### src/rtl/encode_display.sv
`default_nettype none
// ============================================================================
// Module   : encode_display
// Purpose  : 7-input active-low priority encoder with active-low enable.
//            The encoded value is mirrored to two multiplexed 4-digit
//            seven-segment groups: the right group shows it in decimal,
//            the left group shows it in binary with a leading 'b'.
//            The raw switch state is echoed on the board LEDs.
// Ports    : clk          - system clock, rising edge
//            rst          - synchronous active-high reset
//            n_EN         - encoder enable, active low
//            Datain[6:0]  - request lines, active low, bit i = request i+1
//            switch_led   - [6:0] Datain echo, [7] enabled indicator
//            a_to_g_left  - left segments {a,b,c,d,e,f,g,dp}, active high
//            a_to_g_right - right segments, same format
//            leftseg      - left digit select, one-hot, bit3 = leftmost
//            rightseg     - right digit select, one-hot, bit3 = leftmost
// Revision : 1.0 - initial release
// ============================================================================
module encode_display #(
    parameter int SCAN_DIV = 100000
) (
    input  logic       clk,
    input  logic       rst,
    input  logic       n_EN,
    input  logic [6:0] Datain,
    output logic [7:0] switch_led,
    output logic [7:0] a_to_g_left,
    output logic [7:0] a_to_g_right,
    output logic [3:0] leftseg,
    output logic [3:0] rightseg
);

    localparam int                 c_CNT_W     = $clog2(SCAN_DIV);
    localparam logic [c_CNT_W-1:0] c_SCAN_LAST = c_CNT_W'(SCAN_DIV - 1);

    localparam logic [7:0] c_SEG_0     = 8'hFC;
    localparam logic [7:0] c_SEG_1     = 8'h60;
    localparam logic [7:0] c_SEG_B     = 8'h3E;
    localparam logic [7:0] c_SEG_DASH  = 8'h02;
    localparam logic [7:0] c_SEG_BLANK = 8'h00;

    // Stage 1: registered inputs
    logic               r_nen_s1;
    logic [6:0]         r_data_s1;
    // Stage 2: registered encoder result
    logic               r_en_s2;
    logic [2:0]         r_code_s2;
    // LED echo
    logic [7:0]         r_switch_led;
    // Scan prescaler and digit index
    logic [c_CNT_W-1:0] r_scan_cnt;
    logic [1:0]         r_digit;
    // Output registers: selects and glyphs move together
    logic [3:0]         r_sel;
    logic [7:0]         r_seg_left;
    logic [7:0]         r_seg_right;

    logic [2:0]         w_code;
    logic [3:0]         w_sel;
    logic [7:0]         w_seg_left;
    logic [7:0]         w_seg_right;

    function automatic logic [7:0] dec_glyph(input logic [2:0] v);
        logic [7:0] g;
        g = c_SEG_BLANK;
        case (v)
            3'd0: g = 8'hFC;
            3'd1: g = 8'h60;
            3'd2: g = 8'hDA;
            3'd3: g = 8'hF2;
            3'd4: g = 8'h66;
            3'd5: g = 8'hB6;
            3'd6: g = 8'hBE;
            3'd7: g = 8'hE0;
            default: g = c_SEG_BLANK;
        endcase
        return g;
    endfunction

    // Priority encoder: ascending scan so the highest active request wins.
    always_comb begin
        w_code = 3'd0;
        if (!r_nen_s1) begin
            for (int i = 0; i < 7; i++) begin
                if (!r_data_s1[i]) begin
                    w_code = 3'(i + 1);
                end
            end
        end
    end

    // Glyph selection for the digit currently being scanned.
    always_comb begin
        w_sel       = 4'b0001 << r_digit;
        w_seg_left  = c_SEG_DASH;
        w_seg_right = c_SEG_BLANK;
        if (r_en_s2) begin
            if (r_digit == 2'd3) begin
                w_seg_left = c_SEG_B;
            end else begin
                w_seg_left = r_code_s2[r_digit] ? c_SEG_1 : c_SEG_0;
            end
            if (r_digit == 2'd0) begin
                w_seg_right = dec_glyph(r_code_s2);
            end
        end else if (r_digit == 2'd0) begin
            w_seg_right = c_SEG_DASH;
        end
    end

    always_ff @(posedge clk) begin
        if (rst) begin
            r_nen_s1     <= 1'b0;
            r_data_s1    <= 7'd0;
            r_en_s2      <= 1'b0;
            r_code_s2    <= 3'd0;
            r_switch_led <= 8'd0;
            r_scan_cnt   <= '0;
            r_digit      <= 2'd0;
            r_sel        <= 4'd0;
            r_seg_left   <= 8'd0;
            r_seg_right  <= 8'd0;
        end else begin
            r_nen_s1     <= n_EN;
            r_data_s1    <= Datain;
            r_switch_led <= {~r_nen_s1, r_data_s1};
            r_en_s2      <= ~r_nen_s1;
            r_code_s2    <= w_code;
            if (r_scan_cnt == c_SCAN_LAST) begin
                r_scan_cnt <= '0;
                r_digit    <= r_digit + 2'd1;
            end else begin
                r_scan_cnt <= r_scan_cnt + c_CNT_W'(1);
            end
            r_sel        <= w_sel;
            r_seg_left   <= w_seg_left;
            r_seg_right  <= w_seg_right;
        end
    end

    assign switch_led   = r_switch_led;
    assign a_to_g_left  = r_seg_left;
    assign a_to_g_right = r_seg_right;
    assign leftseg      = r_sel;
    assign rightseg     = r_sel;

endmodule
`default_nettype wire

### config.mk
export PLATFORM = sky130hd
export DESIGN_NAME = encode_display
export DESIGN_NICKNAME = d
export VERILOG_FILES = /design/src/rtl/encode_display.sv
export SDC_FILE = /design/constraint.sdc
export NUM_CORES = 1
export LEC_CHECK = 0
export CAP_MARGIN = 5
export CORE_MARGIN = 2
export CORE_UTILIZATION = 51
export CTS_CLUSTER_SIZE = 16
export DETAILED_ROUTE_END_ITERATION = 8
export PLACE_DENSITY_LB_ADDON = 0.2
export SLEW_MARGIN = 30
export SYNTH_ARGS = -nofsm -noshare
export SYNTH_HDL_FRONTEND = slang
export SYNTH_SLANG_ARGS = --single-unit
### constraint.sdc
create_clock -name clk -period 2.31 [get_ports clk]
set_clock_uncertainty 0.2 [all_clocks]
set_input_delay 0.693 -clock clk [delete_from_list [all_inputs] [get_ports clk]]
set_output_delay 0.693 -clock clk [all_outputs]
set_load 0.005 [all_outputs]
==> summary.md, run 1 <==
| Metric | Value |
|---|---|
| Yosys cell types | `36` |
| CP startpoint | `r_data_s1[1]` |
| Total core area | `approximately 4300 µm²` |
| Reg2Reg Depth | `6` |
| Share of cells above drive strength 1 | `11.5%` |
| Final instance area | `around 2900 µm²` |
| Routing usage on met2 | `approximately 32%` |
| Clock Tree Root | `clkbuf_8` |
| Hold crit path type | `register to register` |
| R2r setup slk | `roughly 0.17 ns` |
| PD cells | `818 nW/µm²` |
| Grt ovf | `0` |
| Period utilization | `92.5%` |
| Residual DRC count | `0` |
| Syn. warnings | `0` |
| WHS Endpoint | `a_to_g_right[4]` |
| Compound-Gate Fraction of Synth Area | `~4.6%` |
| Synth Cell Area | `2280 µm²` |
| Final WS setup | `about 0.17 ns` |
| Crit path time final | `between 2 and 2.5 ns` |
| Synth Area in Adders | `between 4 and 5%` |
| Largest family of logic cells by synthesized area | `simple AND/OR/NAND/NOR gates` |
| RSZ-0062 raised after global routing | `false` |
| Max VDD drop | `0.469 mV` |
| Post-Place Worst Slack | `-0.436 ns` |
| Via Count | `approximately 1700` |
| Number of global-route vias before repair | `1641` |
| Final slew viol count | `0` |
| DR pass1 iterations | `4` |
| Placed cell area | `about 2700 µm²` |
| Worst EP required | `~2.3 ns` |
| XOR/XNOR share of the synthesized area | `under 10%` |
| Critical Path Source Type | `register` |
| Met1 GRT Util | `20.1%` |
| Die Y | `70.9 µm` |
| Yosys top cell by area | `dfxtp_1` |
| First-pass GRT wire length | `between 7000 and 8000 µm` |
| CTS tree | `built` |
| Starting density of the core | `around 53%` |
| Lkg Pwr | `about 1.2 nW` |
| Io pins | `42` |
| Depth of the worst hold-timing path | `1` |
| Routed wire length | `between 4000 and 5000 µm` |
| Largest net degree at the start of global routing | `18` |
| Status | `completed` |
| Synth Flop Type | `dfxtp_1` |
| EDFF count, synth | `0` |
| Met3 Track Usage GR | `under 10%` |
| Synth top area share | `53.5%` |
| Async set or reset register ratio after synthesis | `0%` |
| GRT Util Overall | `about a fifth` |
| Std-Cell Rows | `24` |
| Post-synthesis mux area share | `around 1.8%` |
| Worst-path clk slew | `0.07 ns` |
| Clock Latency Late Sink | `between 0.3 and 0.4 ns` |
| Final instance count without filler cells | `between 300 and 400` |
| Chip width | `just over 70 µm` |
| Die footprint | `slightly above 5000 µm²` |
| Final setup viols | `0` |
| TritonCTS Buffers | `9` |
| Final RePlAce weighted congestion | `between 0.8 and 0.9` |
| Area contributors post-synth | `dfxtp_1 (54%), ha_1 (4.4%), nor2b_1 (4.1%), nor2_1 (3.8%), buf_4 (3.3%)` |
| Worst reg2reg startpoint | `r_data_s1[1]` |
| Max_cap viols | `0` |
| H-Tree Depth | `3` |
| Busiest grt layer | `met2` |
| Antenna diodes | `0` |
| Setup crit end kind | `register` |
| Crit path arrival time | `around 2.2 ns` |
| Clk buf depth | `2` |
| Post-DRT Antenna Nets | `0` |
| Final hold vios | `0` |
| Setup Buffers After CTS | `0` |
| Antenna violations before repair | `0` |
| Final HPWL from detailed placement | `roughly 2900 µm` |
| Final nets | `between 200 and 300` |
| Clock sink count | `between 60 and 70` |
| Achievable Freq | `about 470 MHz` |
| Mapped Cells | `229` |
| Avg Vias per Cell | `5.05` |
| Crit Path Class | `register to register` |
| Synthesized area per cell | `9.97 µm²` |
| Avg WL per Cell | `about 13 µm` |
| Placed insts | `around 320` |
| Number of port buffers | `39` |
| Post-synthesis simple-gate area fraction | `around a quarter` |
| Number of synthesized register bits | `around 60` |
| Initial DRC Count | `about 140` |
| Max FO, Critical Path | `4` |
| Area grow syn2layout | `28.9%` |
| Part of the Yosys area used for sequential elements | `between 50% and 60%` |
layout by cell type, fill, tap and decap left out, drive strengths merged, types with 2 or more instances in the layout:
cell type	count
xor2	7
ha	8
a21oi	6
or3	4
nand3	7
nor2b	15
clkdlybuf4s50	38
or2	3
and3	8
bufinv	3
xnor2	6
nor4	4
nand2	12
clkbuf	10
mux2i	4
buf	9
clkinv	2
dfxtp	61
inv	9
nand4	9
nor2	23
nor3	8
nand2b	3
o21ai	5
or4	2
conb	2
critical path, stage by stage (launching register included):
cell	delay, ns
dfxtp_1	0.32
nor2b_1	0.12
o21ai_0	0.28
a21oi_1	0.18
or2_2	0.34
ha_1	0.30
or2_2	0.29
kinds of logic (layout without fill, tap and decap cells):
| group | Yosys count | count (layout) |
|---|---|---|
| and+or+nand+nor | 102 | 102 |
| DFF | 61 | 61 |
| buffers and inverters | 24 | 73 |
| AOI/OAI and AO/OA | 16 | 16 |
| xor gates and xnor gates | 13 | 13 |
| adders and majority gates | 8 | 8 |
| muxes | 4 | 4 |
| other | 1 | 2 |
per-layer routing:
layer  routed length, µm  part of all wire (%)  vias up
li1                    -                     -      847
met1                1800                    42      786
met2                2160                    51       27
met3                 156                   3.7       12
met4                 128                   3.0        0
met5                   0                     0        -
where the power goes:
part	total, mW	internal (mW)	switching (mW)
Clock	1.13	0.716	0.416
Sequential	1.12	1.10	0.0224
Combinational	0.154	0.0921	0.0622
worst max path at each step:
stage                           to  slack (ns)
after CTS                 register        0.14
after detailed placement  register       -0.44
after global placement    register       -0.36
after global routing      register        0.04
after floorplan           register        0.18
final                     register        0.17
through the flow:
step	total power, mW	hold WS, ns	utilization, %	setup TNS [ns]
2_1_floorplan	1.22	0.219	-	0
3_3_place_gp	1.30	0.230	62.4	-1.53
3_5_place_dp	1.30	0.232	62.4	-2.00
4_1_cts	2.43	0.261	68.0	0
5_1_grt	2.50	0.269	68.0	0
6_report	2.41	0.258	68.0	0
cell usage after synthesis (4+ instances only):
library cell and count:
buf_4 10, inv_1 9, nor2b_1 15, a21oi_1 6, and3_1 8, nand3_1 7
ha_1 8, xnor2_1 6, o21ai_0 5, nand4_1 9, nand2_1 12, xor2_1 7
nor4_1 4, mux2i_1 4, dfxtp_1 61, nor2_1 23, nor3_1 8
cell type report:
class | count | area [µm²]
Fill cell | 351 | 1380
Sequential cell | 61 | 1220
Multi-Input combinational cell | 145 | 926
Timing Repair Buffer | 48 | 457
Clock buffer | 10 | 128
Clock inverter | 6 | 111
Tap cell | 52 | 65.1
Inverter | 9 | 33.8
what timing repair did:
item | 4_1_cts | 5_1_grt
setup endpoints to repair | 3 | 0
hold buffers | 0 | 0
resized for setup | 2 | 0
Power figures use the tool's default switching activity.
==> inputs of run 2 (changes only) <==
==> constraint.sdc (replaced) <==
create_clock -name clk -period 2.1 [get_ports clk]
set_clock_uncertainty 0.2 [all_clocks]
set_input_delay 0.63 -clock clk [delete_from_list [all_inputs] [get_ports clk]]
set_output_delay 0.63 -clock clk [all_outputs]
set_load 0.005 [all_outputs]
==> run 2 against run 1 <==
Hold slack better by 0.0037 ns. Clock-buffer cell count unchanged. Register-to-register slack worse by 0.06 ns. Final cell count up 0.91%. Global-route usage down 0.98 points. Largest cell class unchanged. Largest power group is now sequential cells.
==> summary.md, run 2 (same netlist as run 1, synthesis figures left out) <==
| Metric | Value |
|---|---|
| Final RePlAce weighted congestion | `roughly 0.87` |
| Total core area | `between 4000 and 5000 µm²` |
| Top delay family on crit path | `buffers and inverters` |
| Io pins | `42` |
| Antenna violations before repair | `0` |
| Max VDD drop | `between 0.5 and 0.6 mV` |
| H-Tree Depth | `3` |
| Final setup viols | `0` |
| Final nets | `around 300` |
| Hold_ws | `roughly 0.26 ns` |
| Die Y | `70.9 µm` |
| Via Count | `roughly 1700` |
| GRT Util Overall | `about 18%` |
| Most common cell after layout, fill and taps aside | `dfxtp_1` |
| Share of cells above drive strength 1 | `between 10% and 20%` |
| CTS tree | `built` |
| Antenna diodes | `0` |
| Clk buf depth | `2` |
| WP buf/inv | `1` |
| Final slew viol count | `0` |
| TritonCTS Buffers | `9` |
| DR pass1 iterations | `4` |
| Crit path cell chain | `clkdlybuf4s50_1` |
| Clock sink count | `61` |
| Residual DRC count | `0` |
| PD cells | `871 nW/µm²` |
| Post-DRT Antenna Nets | `0` |
| Final hold vios | `0` |
| RSZ-0062 raised after global routing | `false` |
| Clock Latency Late Sink | `0.34 ns` |
| Hold crit path type | `register to register` |
| Grt ovf | `0` |
| Final HPWL from detailed placement | `2920 µm` |
| Starting density of the core | `52.8%` |
| CP max stage cell | `clkdlybuf4s50_1` |
| Avg Vias per Cell | `5.05` |
| Most frequent cells in the layout | `dfxtp_1 (60), clkdlybuf4s50_1 (38), nor2_1 (23)` |
| Period utilization | `between 90% and 100%` |
| Die footprint | `5030 µm²` |
| Crit Path Class | `register to primary output` |
| Avg WL per Cell | `roughly 13 µm` |
| Crit path time final | `about 2.0 ns` |
| Routed wire length | `roughly 4200 µm` |
| Number of global-route vias before repair | `around 1600` |
| Placed cell area | `between 2000 and 3000 µm²` |
| Largest net degree at the start of global routing | `18` |
| Achievable Freq | `495 MHz` |
| Clock Tree Root | `clkbuf_8` |
| Lkg Pwr | `1.17 nW` |
| Worst EP required | `roughly 1.3 ns` |
| Worst-path clk slew | `approximately 0.07 ns` |
| Final instance area | `just under 3000 µm²` |
| Crit path arrival time | `1.19 ns` |
| Area grow syn2layout | `29.4%` |
| Max FO, Critical Path | `2` |
| Std-Cell Rows | `24` |
| Chip width | `around 71 µm` |
| Critical Path Source Type | `register` |
| Max_cap viols | `0` |
| Number of port buffers | `39` |
| Setup crit end kind | `primary output` |
| Status | `completed` |
| Initial DRC Count | `73` |
| Crit-path max cell delay | `a little over 0.5 ns` |
| First-pass GRT wire length | `~7000 µm` |
==> run 2: cell types whose count changed in the layout (fill, tap and decap cells not counted), sizes merged <==
| cell | before | now |
|---|---|---|
| bufinv | 3 | 2 |
| clkinv | 2 | 3 |
| buf | 9 | 12 |
==> run 2: final timing paths <==
check	startpoint	endpoint	slack (ns)	cells past startpoint
hold reg to reg	register	a_to_g_right[6]	0.26	1
setup / recovery	leftseg[2]	rightseg[2]	0.08	1
setup reg to reg	r_scan_cnt[13]	r_scan_cnt[3]	0.11	4
hold / removal	register	a_to_g_right[6]	0.26	1
==> run 2: stage by stage <==
stage | setup WS, ns | power [mW] | setup TNS (ns) | instances | utilization [%]
after floorplan | 0.0311 | 1.34 | 0 | 230 | -
after global placement | -0.507 | 1.43 | -2.56 | 318 | 62.9
after detailed placement | -0.578 | 1.44 | -3.05 | 318 | 62.9
after CTS | 0.00603 | 2.59 | 0 | 334 | 68.2
after global routing | 0.0218 | 2.66 | 0 | 334 | 68.3
final | 0.0793 | 2.57 | 0 | 334 | 68.3
==> run 2: per-layer routing <==
layer | GRT usage (%) | routed length [µm] | vias up
met1 | 19.7 | 1780 | 784
li1 | - | - | 858
met3 | 7.69 | 195 | 7
met4 | 6.92 | 55 | 0
met5 | 0 | 0 | -
met2 | 30.9 | 2170 | 38
==> run 2: cell type report <==
cell class,count,area [µm²]
fillers,343,1370
flip-flops and latches,61,1220
multi-input cells,145,930
repair buffers,51,479
clock buffers,10,138
clock inverters,6,86.3
well taps,52,65.1
inverters,9,33.8
==> run 2: worst reg2reg max path, cell delays in order, from the launching register on <==
cell and delay [ns]:
dfxtp_1 0.36, or3_1 0.41, or3_4 0.43, o21bai_4 0.37, nor2_1 0.11
==> run 2: timing repair <==
item / in CTS / in global routing
gates resized for setup: 3 / 2
hold buffers: 0 / 0
setup endpoints to repair: 6 / 2
buffers inserted: 0 / 0
==> run 2: where the power goes <==
| part | switching [mW] | internal [mW] | leakage (nW) | total, mW |
|---|---|---|---|---|
| logic | 0.0732 | 0.107 | 0.557 | 0.180 |
| clock network | 0.466 | 0.698 | 0.112 | 1.16 |
| registers | 0.0218 | 1.21 | 0.502 | 1.23 |
| total | 0.561 | 2.01 | 1.17 | 2.57 |
==> RTL change, RTL diff (config.mk and constraints of run 2) <==
Change the parameter `SCAN_DIV` from 100000 to 25000.
--- a/src/rtl/encode_display.sv
+++ b/src/rtl/encode_display.sv
@@ -18,7 +18,7 @@
 // Revision : 1.0 - initial release
 // ============================================================================
 module encode_display #(
-    parameter int SCAN_DIV = 100000
+    parameter int SCAN_DIV = 25000
 ) (
     input  logic       clk,
     input  logic       rst,
Check against the original RTL: no difference found for any inputs over 10 cycles, from zero or initial values and one cycle with rst high; that may be too few to reach the edited logic, so the function may still have changed.
==> RTL change against run 2 <==
- register-to-register slack improved by 40 ps
- area after synthesis decreased by 4.0%
- power increased by 0.86%
- setup slack improved by 4.7 ps
- design area decreased by 2.7%
- wire length decreased by 13%
- sequential share of layout area decreased by 0.26 points
- sequential cell count decreased by 2
- highest routed layer unchanged
==> RTL change: results (changes against run 2) <==
Global route
  • First-pass GRT wire length: 6370 um (-8.8%)
  • Vias in the first global route: 1457 (-8.8%)
  • Initial antenna violation count: 0 (unchanged)
  • Overall Global Routing Usage: 0.169 (-0.0116)
  • Largest net degree at the start of global routing: 19 (+1)

CTS
  • Root buffer cell: clkbuf_8
  • Worst-path clk slew: 70 ps (about the same)
  • Worst skew pair latency: 330 ps
  • H-tree Lvls: 3 (unchanged)
  • CTS Buf Count: 9 (unchanged)
  • Longest Clk Path Bufs: 2 (unchanged)

Critical path
  • Flop-to-flop setup slack: 150 ps (+40 ps)
  • Worst r2r src: r_data_s1[1]$_SDFF_PP0_
  • Critical Path AT: 1190 ps (about the same)
  • CP max FO: 5 (+3)
  • Largest stage delay on the critical path: 510 ps (about the same)
  • CP max stage cell: clkdlybuf4s50_1
  • Worst Reg-to-Reg Cells: 6 (+2)
  • Critical path's top delay family: buffers and inverters

Layout
  • Net count, final: 278 (-5.8%)
  • Antenna diodes: 0 (unchanged)
  • Fillers: 306 (-11%)
  • Layout cell share with drive strength beyond 1: 0.143 (+0.00864)

Placement
  • Dpl ws: -228 ps (+351 ps)
  • DP HPWL: 2550 um (-13%)
  • PortBufs: 39 (unchanged)
  • GP Congestion: 0.867 (-0.24%)

Synthesis
  • Top cells by count, synth: dfxtp_1, nor2_1, nor2b_1, nor3_1, xnor2_1
  • Syn. warnings: 0 (unchanged)
  • Synth top area cells: dfxtp_1, xnor2_1, ha_1
  • Ys async rst share: 0 (unchanged)
  • Yosys cell types: 40 (+11%)
  • Register area share after synthesis: 0.539 (+0.00403)

Drt
  • Vias: 1518 (-10%)
  • Wirelength per Cell: 11.6 um (-7.4%)
  • DR iter-0 viols: 94 (+29%)
  • First-pass DRT Iterations: 5 (+1)

Hold path
  • Min-Delay Endpoint: a_to_g_right[6]$_SDFF_PP0_
  • Min-Delay Path Depth: 1 (unchanged)
  • Hold crit path type: register to register

Outcome
  • Status: finished, final reports clean

Power
  • Leakage power: 1.13 nW (-3.2%)
  • Maximum vdd drop: 0.775 mV (+36%)

STA
  • Hold WS: 235 ps (-27.2 ps)
[RTL change: changes by cell type after synthesis, sizes merged, moves of 4 or more]
cell | run 2 | this run
and3 | 8 | 0
nand4 | 9 | 2
and2 | 0 | 6
nor3 | 8 | 14
xnor2 | 6 | 12
xor2 | 7 | 2
a21oi | 6 | 2
or3 | 4 | 0
[RTL change: where the power goes]
part | total (mW) | switching, mW | internal, mW
clock network | 1.24 | 0.420 | 0.817
logic | 0.165 | 0.0648 | 0.101
registers | 1.19 | 0.0230 | 1.17
total | 2.60 | 0.508 | 2.09
[RTL change: cell families after synthesis]
family | Yosys count | synth area share
adders and majority gates | 8 | 0.0457
AOI/OAI and AO/OA | 12 | 0.0343
and+or+nand+nor | 90 | 0.245
xor gates and xnor gates | 14 | 0.0560
DFF | 59 | 0.539
other | 1 | 0.00171
muxes | 4 | 0.0183
buffers and inverters | 24 | 0.0600
[RTL change: repair_timing]
action,CTS,global route
hold buffers,0,0
setup buffers,0,0
resized for setup,0,1
setup endpoints to repair,0,1
[RTL change: metrics by stage]
stage	cell area [um2]	TNS, ps	std cells
floorplan	2190	0	213
global placement	2630	-685	299
detailed placement	2630	-1320	299
CTS	2870	0	315
global route	2880	0	315
finish	2880	0	315
[RTL change: layout make-up]
type,count,area [um2],share of cell area
Inverter,11,41.3,0.0144
Sequential cell,59,1180,0.411
Clock buffer,11,141,0.0492
Clock inverter,5,100,0.0348
Timing Repair Buffer,49,465,0.162
Multi-Input combinational cell,130,882,0.307
Tap cell,50,62.6,0.0218
[RTL change: how the worst max path moves through the flow]
stage / startpoint / endpoint / slack [ps] / depth (start not counted)
floorplan: rst / register / 250 / 4
global placement: rst / register / -190 / 5
detailed placement: rst / register / -230 / 5
CTS: r_en_s2$_SDFF_PP0_ / switch_led[7] / 20 / 1
global route: r_data_s1[1]$_SDFF_PP0_ / register / 9 / 6
finish: r_en_s2$_SDFF_PP0_ / switch_led[7] / 80 / 1
[RTL change: metal layers]
metal | part of all wire | global-route usage | wire length [um]
met1 | 0.47 | 0.209 | 1730
met3 | 0.070 | 0.0712 | 255
met5 | 0 | 0 | 0
met4 | 0.019 | 0.0784 | 70
met2 | 0.44 | 0.254 | 1610
